<file path="config.mk">
export PLATFORM = sky130hd
export DESIGN_NAME = sfr_unit
export DESIGN_NICKNAME = d
export VERILOG_FILES = /design/src/rtl/sfr_pkg.sv /design/src/rtl/sfr_timer.sv /design/src/rtl/sfr_unit.sv
export SDC_FILE = /design/constraint.sdc
export NUM_CORES = 1
export LEC_CHECK = 0
export ABC_CLOCK_PERIOD_IN_PS = 6400
export CAP_MARGIN = 20
export CELL_PAD_IN_SITES_DETAIL_PLACEMENT = 2
export CELL_PAD_IN_SITES_GLOBAL_PLACEMENT = 2
export CORE_ASPECT_RATIO = 1.5
export CORE_MARGIN = 4
export CORE_UTILIZATION = 38
export CTS_BUF_LIST = sky130_fd_sc_hd__clkbuf_8 sky130_fd_sc_hd__clkbuf_16
export CTS_CLUSTER_DIAMETER = 100
export DETAILED_ROUTE_END_ITERATION = 8
export PLACE_DENSITY = 0.95
export SLEW_MARGIN = 20
export SYNTH_ARGS = -nofsm -noshare
export SYNTH_HDL_FRONTEND = slang
export SYNTH_SLANG_ARGS = --single-unit
</file>
<file path="constraint.sdc">
create_clock -name clk -period 6.4 [get_ports clk]
set_clock_uncertainty 0.2 [all_clocks]
set_input_delay 1.92 -clock clk [delete_from_list [all_inputs] [get_ports clk]]
set_output_delay 1.92 -clock clk [all_outputs]
set_load 0.1 [all_outputs]
</file>
<file path="src/rtl/sfr_pkg.sv">
// sfr_pkg: shared definitions for the CPU special-function-register unit.
//   - version identification macros (overridable from the command line)
//   - SFR address map, FEAT1 capability masks, TCTRL bit positions
`ifndef VER_MAIN
`define VER_MAIN 8'd1
`endif
`ifndef VER_SUB
`define VER_SUB 8'd2
`endif
`ifndef VER_REL
`define VER_REL 8'd3
`endif

package sfr_pkg;

  localparam logic [7:0]  VER_MAIN_V   = `VER_MAIN;
  localparam logic [7:0]  VER_SUB_V    = `VER_SUB;
  localparam logic [7:0]  VER_REL_V    = `VER_REL;
  localparam logic [31:0] VERSION_WORD = {8'd0, VER_MAIN_V, VER_SUB_V, VER_REL_V};

  // Address map
  localparam int SFR_VERSION  = 1;
  localparam int SFR_FEAT1    = 2;
  localparam int SFR_FEAT2    = 3;
  localparam int SFR_CYC_LO   = 4;
  localparam int SFR_CYC_HI   = 5;
  localparam int SFR_TCTRL    = 6;
  localparam int SFR_TRELOAD  = 7;
  localparam int SFR_TCOUNT   = 8;
  localparam int SFR_SCRATCH0 = 9;

  // FEAT1 capability bits
  localparam logic [31:0] FEAT1_GETB_EXT = 32'h0000_0001;
  localparam logic [31:0] FEAT1_SFR      = 32'h0000_0002;
  localparam logic [31:0] FEAT1_FLAG32   = 32'h0000_0004;
  localparam logic [31:0] FEAT1_CES      = 32'h0000_0008;
  localparam logic [31:0] FEAT1_TIMER    = 32'h0000_0010;
  localparam logic [31:0] FEAT1_CYCLE    = 32'h0000_0020;
  localparam logic [31:0] FEAT1_WORD     = FEAT1_GETB_EXT | FEAT1_SFR | FEAT1_FLAG32 |
                                           FEAT1_CES | FEAT1_TIMER | FEAT1_CYCLE;

  // TCTRL layout
  localparam int TCTRL_EN   = 0;
  localparam int TCTRL_AUTO = 1;
  localparam int TCTRL_IE   = 2;
  localparam int TCTRL_FLAG = 3;
  localparam int TCTRL_W    = 4;

endpackage

</file>
<file path="src/rtl/sfr_timer.sv">
// sfr_timer: programmable down-count timer with level interrupt.
//   clk, reset      : clock, synchronous active-high reset
//   ctrl_we         : write strobe for TCTRL (EN/AUTO/IE, bit 3 = W1C FLAG)
//   reload_we       : write strobe for TRELOAD
//   count_we        : write strobe for TCOUNT
//   wdata           : write data shared by all three strobes
//   ctrl            : {FLAG, IE, AUTO, EN}
//   reload, count   : current TRELOAD / TCOUNT
//   irq             : FLAG & IE, straight from flops
module sfr_timer
  import sfr_pkg::*;
#(
  parameter int WIDTH = 32
) (
  input  logic               clk,
  input  logic               reset,
  input  logic               ctrl_we,
  input  logic               reload_we,
  input  logic               count_we,
  input  logic [WIDTH-1:0]   wdata,
  output logic [TCTRL_W-1:0] ctrl,
  output logic [WIDTH-1:0]   reload,
  output logic [WIDTH-1:0]   count,
  output logic               irq
);

  logic             en_q, en_d;
  logic             auto_q, auto_d;
  logic             ie_q, ie_d;
  logic             flag_q, flag_d;
  logic [WIDTH-1:0] reload_q, reload_d;
  logic [WIDTH-1:0] count_q, count_d;
  logic             expire;

  assign expire = en_q && (count_q == '0);

  always_comb begin
    // NOTE: every variable gets its hold value first so no path leaves it unassigned (no latch).
    en_d     = en_q;
    auto_d   = auto_q;
    ie_d     = ie_q;
    flag_d   = flag_q;
    reload_d = reload_q;
    count_d  = count_q;

    // Hardware timer step, overridden below by any CPU write to the same field.
    if (en_q) begin
      if (expire) begin
        if (auto_q) count_d = reload_q;
        else        en_d    = 1'b0;
      end else begin
        count_d = count_q - 1'b1;
      end
    end

    if (reload_we) reload_d = wdata;
    if (count_we)  count_d  = wdata;
    if (ctrl_we) begin
      en_d   = wdata[TCTRL_EN];
      auto_d = wdata[TCTRL_AUTO];
      ie_d   = wdata[TCTRL_IE];
      if (wdata[TCTRL_FLAG]) flag_d = 1'b0;
    end

    // Set after the W1C so a simultaneous expiry keeps FLAG high.
    if (expire) flag_d = 1'b1;
  end

  always_ff @(posedge clk) begin
    // NOTE: state updates use <= so every flop samples pre-edge values regardless of block order.
    if (reset) begin
      en_q     <= 1'b0;
      auto_q   <= 1'b0;
      ie_q     <= 1'b0;
      flag_q   <= 1'b0;
      reload_q <= '0;
      count_q  <= '0;
    end else begin
      en_q     <= en_d;
      auto_q   <= auto_d;
      ie_q     <= ie_d;
      flag_q   <= flag_d;
      reload_q <= reload_d;
      count_q  <= count_d;
    end
  end

  always_comb begin
    ctrl             = '0;
    ctrl[TCTRL_EN]   = en_q;
    ctrl[TCTRL_AUTO] = auto_q;
    ctrl[TCTRL_IE]   = ie_q;
    ctrl[TCTRL_FLAG] = flag_q;
  end

  assign reload = reload_q;
  assign count  = count_q;
  assign irq    = flag_q & ie_q;

endmodule

</file>
<file path="src/rtl/sfr_unit.sv">
// sfr_unit: CPU special-function-register block.
//   Identification (VERSION/FEAT1/FEAT2), 2*WIDTH-bit cycle counter with
//   high-half snapshot on CYC_LO read, one down-count timer, scratch registers.
//   clk, reset : clock, synchronous active-high reset
//   addr       : register address
//   cen        : access strobe, qualifies every side effect
//   wen        : write enable (with cen)
//   din        : write data
//   dout       : combinational read data for addr
//   irq        : timer interrupt
module sfr_unit
  import sfr_pkg::*;
#(
  parameter int WIDTH       = 32,
  parameter int ADDR_W      = 4,
  parameter int NUM_SCRATCH = 2
) (
  input  logic              clk,
  input  logic              reset,
  input  logic [ADDR_W-1:0] addr,
  input  logic              cen,
  input  logic              wen,
  input  logic [WIDTH-1:0]  din,
  output logic [WIDTH-1:0]  dout,
  output logic              irq
);

  // Keeps the array legal when no scratch registers are configured.
  localparam int SCR_N = (NUM_SCRATCH > 0) ? NUM_SCRATCH : 1;

  int                    addr_i;
  logic                  wr;
  logic [2*WIDTH-1:0]    cyc_q, cyc_d;
  logic [WIDTH-1:0]      snap_q, snap_d;
  logic [WIDTH-1:0]      scratch_q [SCR_N];
  logic [WIDTH-1:0]      scratch_d [SCR_N];
  logic [TCTRL_W-1:0]    t_ctrl;
  logic [WIDTH-1:0]      t_reload;
  logic [WIDTH-1:0]      t_count;

  assign addr_i = int'(addr);
  assign wr     = cen & wen;

  sfr_timer #(.WIDTH(WIDTH)) u_timer (
    .clk       (clk),
    .reset     (reset),
    .ctrl_we   (wr && (addr_i == SFR_TCTRL)),
    .reload_we (wr && (addr_i == SFR_TRELOAD)),
    .count_we  (wr && (addr_i == SFR_TCOUNT)),
    .wdata     (din),
    .ctrl      (t_ctrl),
    .reload    (t_reload),
    .count     (t_count),
    .irq       (irq)
  );

  always_comb begin
    cyc_d  = cyc_q + 1'b1;
    snap_d = snap_q;
    // A CYC_LO read freezes the matching high half so software gets a coherent pair.
    if (cen && !wen && (addr_i == SFR_CYC_LO)) snap_d = cyc_q[2*WIDTH-1:WIDTH];

    scratch_d = scratch_q;
    for (int i = 0; i < NUM_SCRATCH; i++) begin
      if (wr && (addr_i == SFR_SCRATCH0 + i)) scratch_d[i] = din;
    end
  end

  always_ff @(posedge clk) begin
    if (reset) begin
      cyc_q     <= '0;
      snap_q    <= '0;
      // NOTE: scratch is a handful of flops, not a RAM, so clearing it on reset is cheap and defined.
      scratch_q <= '{default: '0};
    end else begin
      cyc_q     <= cyc_d;
      snap_q    <= snap_d;
      scratch_q <= scratch_d;
    end
  end

  always_comb begin
    dout = '0;
    case (addr_i)
      SFR_VERSION: dout = WIDTH'(VERSION_WORD);
      SFR_FEAT1:   dout = WIDTH'(FEAT1_WORD);
      SFR_FEAT2:   dout = WIDTH'(8'(NUM_SCRATCH));
      SFR_CYC_LO:  dout = cyc_q[WIDTH-1:0];
      SFR_CYC_HI:  dout = snap_q;
      SFR_TCTRL:   dout = WIDTH'(t_ctrl);
      SFR_TRELOAD: dout = t_reload;
      SFR_TCOUNT:  dout = t_count;
      default: begin
        for (int i = 0; i < NUM_SCRATCH; i++) begin
          if (addr_i == SFR_SCRATCH0 + i) dout = scratch_q[i];
        end
      end
    endcase
  end

endmodule

</file>
==> qor.yml, run 1 <==
critical_path:
  max_stage_delay_ns: 0.48
  endpoint_kind: "output pin"
  arrival_ns: 4.25
  critical_path_class: "in -> out"
  r2r-end: "cyc_q[61]$_SDFF_PP0_"
  worst-r2r-setup-slack_ns: 2.32
  critPathTopFamily: "buffers and inverters"
  rr_worst_depth: 6
  worstSetupStartpointType: "primary input"
  worstPathRequired_ns: 4.28
  worstSetupStartpoint: "addr[0]"
  path_cells: "clkdlybuf4s50_1 > buf_4 > nand2b_1 > nor2_2 > buf_12 > a22oi_1 > nand3_1 > buf_12"
  critical_path_buf_inv_count: 4
  crit_end: "dout[7]"
  critPathSlowestCell: "clkdlybuf4s50_1"
  critPathMostFrequentCell: "buf_12"
  cp_max_fo: 40
  reg2reg_from: "cyc_q[11]$_SDFF_PP0_"
  worst-path-stages: 8
power:
  switching_share: 0.2657
  internal_power_w: 0.002561
  power_density_nw_per_um2: 256.6
  power.switching_w: 0.0009265
  ir_drop_mv: 0.2560
  p_leak_nw: 4.462
  power_frac_comb: 0.098
  power_frac_seq: 0.414
  p_clk_frac: 0.488
global_routing:
  antenna_found_initial: 0
  overflow: 0
  grt_max_degree: 89
  grt_pass1_wl_mm: 94.28
  grt_use_total: 0.3860
  grt_pass1_vias: 14635
die:
  rows: 76
  die_area_sq_um: 32070
  die-width_um: 147.6
  coreArea_sq_um: 28810
  fp.dieH_um: 217.4
  ios: 73
  start_util: 0.3854
sta:
  setup_violations: 0
  worst_pin_slew_ns: 1.158
  relSlewSlack: 0.2215
  fin_crit_sh: 0.9960
  rsz0062_at_grt: "no"
  slew_viol_final: 0
  fin_ws_ns: 0.02540
  hold_violations: 0
  fmax_ghz: 0.1569
  finalCriticalPeriod_ns: 6.375
drt:
  routed.top_layer: "met4"
  wl_met3_mm: 5.095
  wire_per_inst_um: 33.35
  wl_met2_mm: 31.01
  drt-met1-wl_mm: 21.05
  vias_per_cell: 6.846
  vias: 13008
  ant_nets: 0
  drc: 0
  wl_mm: 63.36
  dr.pass1.iters: 8
  first_iter_violations: 1361
clock_tree:
  cts_tree: "yes"
  clkLatencyLatePin_ns: 0.58
  h-tree-depth: 1
  clockBufferDepth: 3
  cts_sinks: 228
  cts_resized: 0
  root_buffer: "clkbuf_16"
  post-cts-setup-buffers: 0
  cts.clk_slew.worst_paths_ns: 0.06
  cts_buffers: 25
  cts_hold_buffers: 0
yosys:
  synth_ff_type: "dfxtp_1"
  ys_warn_count: 0
  synth_async_sr_flop_share: 0
  avgSynthCellArea_sq_um: 7.610
  synthCells: 1459
  syn_area_sq_um: 11100
  ys_types: 65
  synth_seq_cells: 228
  synth_edf_count: 0
  synth.yosys.seq_area_share: 0.4111
  synth_fp_nets: 1501
placed_design:
  pre_cts_slack_ns: 0.1136
  place_inst: 1855
  place.gp.congestion: 0.8795
  detailed_place_hpwl_mm: 38.54
  portBuffers: 72
finish:
  layout.nets: 1534
  num_antenna_cells: 0
  layout.cells.non_filler: 1900
  area_delta_synth_final_pct: 22.40
  drive_gt1_frac: 0.09669
outcome:
  outcome: "finished, final reports clean"
worst_hold_path:
  hold_class: "reg -> reg"
job:
  drv_cap: 0
==> routing by layer <==
metal	vias up	global-route usage
met5	-	0
met4	0	0.3193
met3	441	0.07165
met2	992	0.6655
met1	6390	0.4049
li1	5185	-
==> worst min path at each step <==
stage                                           from                         end  slack [ns]  depth (start not counted)
after floorplan               snap_q[3]$_SDFFE_PP0P_      snap_q[3]$_SDFFE_PP0P_        0.23                          2
after global routing         snap_q[22]$_SDFFE_PP0P_     snap_q[22]$_SDFFE_PP0P_        0.29                          2
final                     scratch_q[45]$_SDFFE_PP0P_  scratch_q[45]$_SDFFE_PP0P_        0.26                          2
after global placement     scratch_q[8]$_SDFFE_PP0P_   scratch_q[8]$_SDFFE_PP0P_        0.24                          2
after CTS                 scratch_q[52]$_SDFFE_PP0P_  scratch_q[52]$_SDFFE_PP0P_        0.26                          2
after detailed placement  scratch_q[35]$_SDFFE_PP0P_  scratch_q[35]$_SDFFE_PP0P_        0.25                          2
==> cell usage after synthesis (4+ instances only) <==
cell type | n | area (sq um)
nand2b_1 | 13 | 81.33
nand4b_1 | 4 | 35.03
and2_1 | 5 | 31.28
nand3_1 | 67 | 335.3
a31oi_1 | 11 | 68.82
xnor2_1 | 51 | 446.7
or2_2 | 5 | 31.28
nor2_1 | 102 | 382.9
nand4_1 | 24 | 150.1
inv_1 | 27 | 101.4
and4_1 | 5 | 43.79
nor4_1 | 17 | 106.4
nand2_1 | 321 | 1205
o31ai_1 | 4 | 30.03
nor3_1 | 38 | 190.2
dfxtp_1 | 228 | 4564
a21oi_1 | 182 | 910.9
and3_1 | 11 | 68.82
mux2i_1 | 8 | 80.08
clkbuf_1 | 93 | 349.1
a22oi_1 | 79 | 593.1
nor2b_1 | 5 | 31.28
a221o_1 | 4 | 40.04
nand3b_1 | 4 | 30.03
o32ai_1 | 5 | 43.79
a211oi_1 | 6 | 45.04
o21ai_0 | 21 | 105.1
o211ai_1 | 4 | 30.03
or4_1 | 8 | 60.06
o22ai_1 | 8 | 50.05
nor3b_1 | 10 | 75.07
or3_1 | 15 | 93.84
xor2_1 | 24 | 210.2
==> power by group through the flow <==
stage	combinational (W)	sequential, W	clock, W
3_3_place_gp	0.000298	0.00147	0
3_5_place_dp	0.000313	0.00147	0
6_report	0.000341	0.00144	0.00170
5_1_grt	0.000352	0.00144	0.00176
4_1_cts	0.000331	0.00144	0.00171
2_1_floorplan	0.000184	0.00147	0
==> flip-flops by register name, indices dropped and copies added (netlist names), 32 cells and up <==
signal and cells:
cyc_q 64, scratch_q 64, snap_q 32, u_timer.count 32, u_timer.reload 32
==> stage by stage <==
step / total power, W / instance area, sq um / hold slack (ns) / TNS [ns] / utilization
after global placement: 0.001771 / 12650 / 0.2417 / 0 / 0.4390
after CTS: 0.003479 / 13580 / 0.2647 / 0 / 0.4714
final: 0.003487 / 13590 / 0.2623 / 0 / 0.4717
after global routing: 0.003554 / 13590 / 0.2922 / 0 / 0.4717
after detailed placement: 0.001787 / 12650 / 0.2529 / 0 / 0.4392
after floorplan: 0.001650 / 11160 / 0.2333 / -0.08732 / -
==> worst min-delay path, cell delays in order (launching register included) <==
cell and delay (ns):
dfxtp_1 0.31, nand2_1 0.05, a21oi_1 0.05
==> cell usage in the layout (no fill, tap or decap), types with 10 or more instances in the layout <==
cell type | netlist | routed
xnor2_1 | 51 | 51
xor2_1 | 24 | 24
nor3_1 | 38 | 34
o21ai_0 | 21 | 21
nand2b_1 | 13 | 13
a31oi_1 | 11 | 11
and3_1 | 11 | 11
nand4_1 | 24 | 24
buf_12 | 0 | 36
buf_4 | 0 | 31
clkdlybuf4s50_1 | 0 | 39
dfxtp_1 | 228 | 228
or3_1 | 15 | 15
inv_1 | 27 | 30
a21oi_1 | 182 | 181
a22oi_1 | 79 | 79
nand2_1 | 321 | 321
clkbuf_16 | 0 | 25
nor4_1 | 17 | 16
nand3_1 | 67 | 67
nor2_1 | 102 | 97
nor3b_1 | 10 | 10
==> layout make-up <==
cell class	count	area, sq um
Clock buffer	31	708.2
Clock inverter	14	220.2
Fill cell	3128	15220
Inverter	27	101.3
Multi-Input combinational cell	1102	6142
Sequential cell	228	4564
Tap cell	390	488.0
Timing Repair Buffer	108	1366
==> logic make-up after synthesis <==
family / synth area share
simple gates: 0.2763
compound gates: 0.1926
flops: 0.4111
buf+inv: 0.04631
xor+xnor: 0.05916
mux: 0.01228
fa+ha+maj: 0.002253
Power figures use the tool's default switching activity.
==> run 2, diff against run 1 <==
- ABC_AREA: not set -> 1
- CORE_UTILIZATION: 38 -> 36
==> qor.yml, run 2 <==
outcome:
  outcome: "finished with violations"  # was finished, final reports clean
  violations: "setup timing"
die:
  rows: 82  # was 76
  fp.dieH_um: 234.3  # was 217.4 um
  coreArea_sq_um: 33550  # was 28810 sq um
  start_util: 0.3665  # was 0.3854
  die-width_um: 158.9  # was 147.6 um
  die_area_sq_um: 37230  # was 32070 sq um
  ios: 73  # unchanged
placed_design:
  dpl_cell_area_sq_um: 13690  # was 12650 sq um
  portBuffers: 72  # unchanged
  detailed_place_hpwl_mm: 48.27  # was 38.54 mm
  place.gp.congestion: 0.9654  # was 0.8795
power:
  power_frac_comb: 0.156  # was 0.098
  p_leak_nw: 5.109  # was 4.462 nW
  ir_drop_mv: 0.1462  # was 0.2560 mV
  p_clk_frac: 0.421  # was 0.488
  power.switching_w: 0.001095  # was 0.0009265 W
  switching_share: 0.3180  # was 0.2657
  internal_power_w: 0.002347  # was 0.002561 W
  power_density_nw_per_um2: 235.8  # was 256.6 nW/um^2
  power_frac_seq: 0.423  # was 0.414
clock_tree:
  cts_buffers: 25  # unchanged
  cts_sinks: 228  # unchanged
  cts_hold_buffers: 0  # unchanged
  clockBufferDepth: 3  # unchanged
  clkLatencyLatePin_ns: 0.56  # was 0.58 ns
  cts.clk_slew.worst_paths_ns: 0.07  # was 0.06 ns
  h-tree-depth: 1  # unchanged
  cts_tree: "yes"  # unchanged
  root_buffer: "clkbuf_16"  # unchanged
global_routing:
  grt_pass1_vias: 17146  # was 14635
  grt_max_degree: 65  # was 89
  overflow: 0  # unchanged
  grt_pass1_wl_mm: 110.1  # was 94.28 mm
  grt_use_total: 0.3827  # was 0.3860
  antenna_found_initial: 1  # was 0
job:
  drv_cap: 0  # unchanged
yosys:
  synth_ff_type: "dfxtp_1"  # unchanged
  ys_warn_count: 0  # unchanged
  synth.yosys.seq_area_share: 0.3713  # was 0.4111
  synth_fp_nets: 1954  # was 1501
  syn_area_sq_um: 12290  # was 11100 sq um
  synth_edf_count: 0  # unchanged
  avgSynthCellArea_sq_um: 6.430  # was 7.610 sq um
  synthCells: 1912  # was 1459
  synth_async_sr_flop_share: 0  # unchanged
  ys_types: 40  # was 65
  yosysTopAreaCellShare: 0.3713  # was 0.4111
  synth_top_area_cell: "dfxtp_1"  # unchanged
  synth_common_cells: "nand2_1 (422), inv_1 (232), dfxtp_1 (228), a21oi_1 (226), nor2_1 (215)"  # was nand2_1 (321), dfxtp_1 (228), a21oi_1 (182), nor2_1 (102), clkbuf_1 (93)
  synth_seq_cells: 228  # unchanged
  synth_area_leaders: "dfxtp_1 (37%), nand2_1 (13%), a21oi_1 (9.2%)"  # was dfxtp_1 (41%), nand2_1 (11%), a21oi_1 (8.2%)
  yosysMostFrequentCell: "nand2_1"  # unchanged
finish:
  top_regs: "cyc_q (64), scratch_q (64)"  # unchanged
  drive_gt1_frac: 0.07520  # was 0.09669
  area_delta_synth_final_pct: 18.76  # was 22.40%
  layout.nets: 1992  # was 1534
  finalInstanceArea_sq_um: 14600  # was 13590 sq um
  mostFrequentLayoutCell: "nand2_1"  # unchanged
  layout_common_cells: "nand2_1 (420), inv_1 (237), dfxtp_1 (228)"  # was nand2_1 (321), dfxtp_1 (228), a21oi_1 (181)
drt:
  dr.pass1.iters: 6  # was 8
  wire_per_inst_um: 31.44  # was 33.35 um
  vias_per_cell: 6.457  # was 6.846
  wl_mm: 75.10  # was 63.36 mm
  vias: 15426  # was 13008
  drc: 0  # unchanged
  ant_nets: 0  # unchanged
  first_iter_violations: 1490  # was 1361
critical_path:
  worstSetupStartpointType: "primary input"  # unchanged
  rr_worst_depth: 11  # was 6
  worstPathRequired_ns: 4.28  # about the same
  worst-r2r-setup-slack_ns: 3.26  # was 2.32 ns
  arrival_ns: 4.31  # was 4.25 ns
  r2r-end: "u_timer.count[9]$_SDFFE_PP0P_"  # was cyc_q[61]$_SDFF_PP0_
  cp_max_fo: 20  # was 40
  critical_path_class: "in -> out"  # unchanged
  reg2reg_from: "u_timer.count[1]$_SDFFE_PP0P_"  # was cyc_q[11]$_SDFF_PP0_
  endpoint_kind: "output pin"  # unchanged
sta:
  whs_ns: 0.2642  # was 0.2623 ns
  setup_violations: 3  # was 0
  worst_pin_slew_ns: 1.070  # was 1.158 ns
  fin_crit_sh: 1.004  # was 0.9960
  hold_violations: 0  # unchanged
  fmax_ghz: 0.1556  # was 0.1569 GHz
  relSlewSlack: 0.2857  # was 0.2215
  fin_ws_ns: -0.02759  # was 0.02540 ns
  slew_viol_final: 0  # unchanged
  finalCriticalPeriod_ns: 6.428  # was 6.375 ns
worst_hold_path:
  min_path_cells: 2  # unchanged
  hold_class: "reg -> reg"  # unchanged
  min_from: "scratch_q[11]$_SDFFE_PP0P_"  # was scratch_q[45]$_SDFFE_PP0P_
  holdPathEnd: "scratch_q[11]$_SDFFE_PP0P_"  # was scratch_q[45]$_SDFFE_PP0P_
-- run 2: cell types whose count changed after synthesis, sizes merged, moves of 31 or more --
cell	before	now
inv	27	236
a22oi	79	0
nand3	67	151
nand2	321	428
xnor2	51	0
o22ai	8	39
a21oi	182	227
o21ai	22	131
nor2	103	226
-- run 2: worst max-delay path: stages --
cell and delay [ns]:
clkdlybuf4s50_1 0.61, nor2_2 0.11, inv_1 0.16, nor2_1 0.10, inv_1 0.09, buf_4 0.34, o22ai_2 0.14, a21oi_1 0.21
o2111ai_1 0.32, buf_12 0.28
-- run 2: what timing repair did --
action / CTS / global route
buffers inserted: 0 / 7
setup endpoints to repair: 1 / 17
resized for setup: 1 / 9
cloned: 0 / 0
endpoints found under the hold margin: 0 / 0
pin swaps: 0 / 1
-- run 2: worst max path at each step --
stage	cells after the start	startpoint	slack, ns	to
after global routing	10	addr[3]	-0.02	dout[16]
after detailed placement	11	addr[2]	0.14	dout[9]
after floorplan	7	addr[3]	0.06	dout[13]
final	10	addr[3]	-0.03	dout[17]
after global placement	11	addr[2]	0.34	dout[25]
after CTS	11	addr[2]	0.02	dout[25]
-- run 2: cell families (layout without fill, tap and decap cells) --
kind of cell,count (synthesis),in the layout,share of synthesized area
buffers and inverters,320,376,0.1008
adder cells (fa/ha/maj),2,2,0.002035
flip-flops,228,228,0.3713
AND/OR/NAND/NOR,905,905,0.3187
XOR/XNOR,15,15,0.01069
AO/OA/AOI/OAI,442,442,0.1965
other,0,1,0
-- run 2: power groups by stage --
stage | Sequential (W) | Clock (W) | Combinational (W)
after detailed placement | 0.00148 | 0 | 0.000475
after CTS | 0.00145 | 0.00145 | 0.000507
after floorplan | 0.00148 | 0 | 0.000293
final | 0.00146 | 0.00145 | 0.000538
after global placement | 0.00148 | 0 | 0.000444
after global routing | 0.00146 | 0.00151 | 0.000565
-- run 2: layer usage --
layer  vias to the layer above  routed length, um  global-route usage
met5                         -                  0                   0
met4                         0               7184              0.3001
met1                      7628              26240              0.4031
li1                       6380                  -                   -
met2                       982              36170              0.6799
met3                       436               5503             0.06612
-- run 2: layout make-up --
cell class | count | area [sq um]
diodes | 1 | 2.502
clock inverters | 15 | 73.82
repair buffers | 95 | 1274
clock buffers | 30 | 694.4
multi-input cells | 1364 | 6576
flip-flops and latches | 228 | 4564
inverters | 236 | 889.6
well taps | 420 | 525.5
fillers | 3954 | 18950
-- run 2: stage by stage --
| step | util | std cells | setup TNS [ns] | worst slack (ns) | total power, W |
|---|---|---|---|---|---|
| finish | 0.4352 | 2389 | -0.06253 | -0.02759 | 0.003442 |
| global route | 0.4351 | 2388 | -0.04275 | -0.01545 | 0.003530 |
| CTS | 0.4312 | 2381 | 0 | 0.01705 | 0.003410 |
| detailed placement | 0.4081 | 2336 | 0 | 0.1352 | 0.001960 |
| global placement | 0.4081 | 2336 | 0 | 0.3363 | 0.001926 |
| floorplan | - | 1912 | 0 | 0.06423 | 0.001770 |
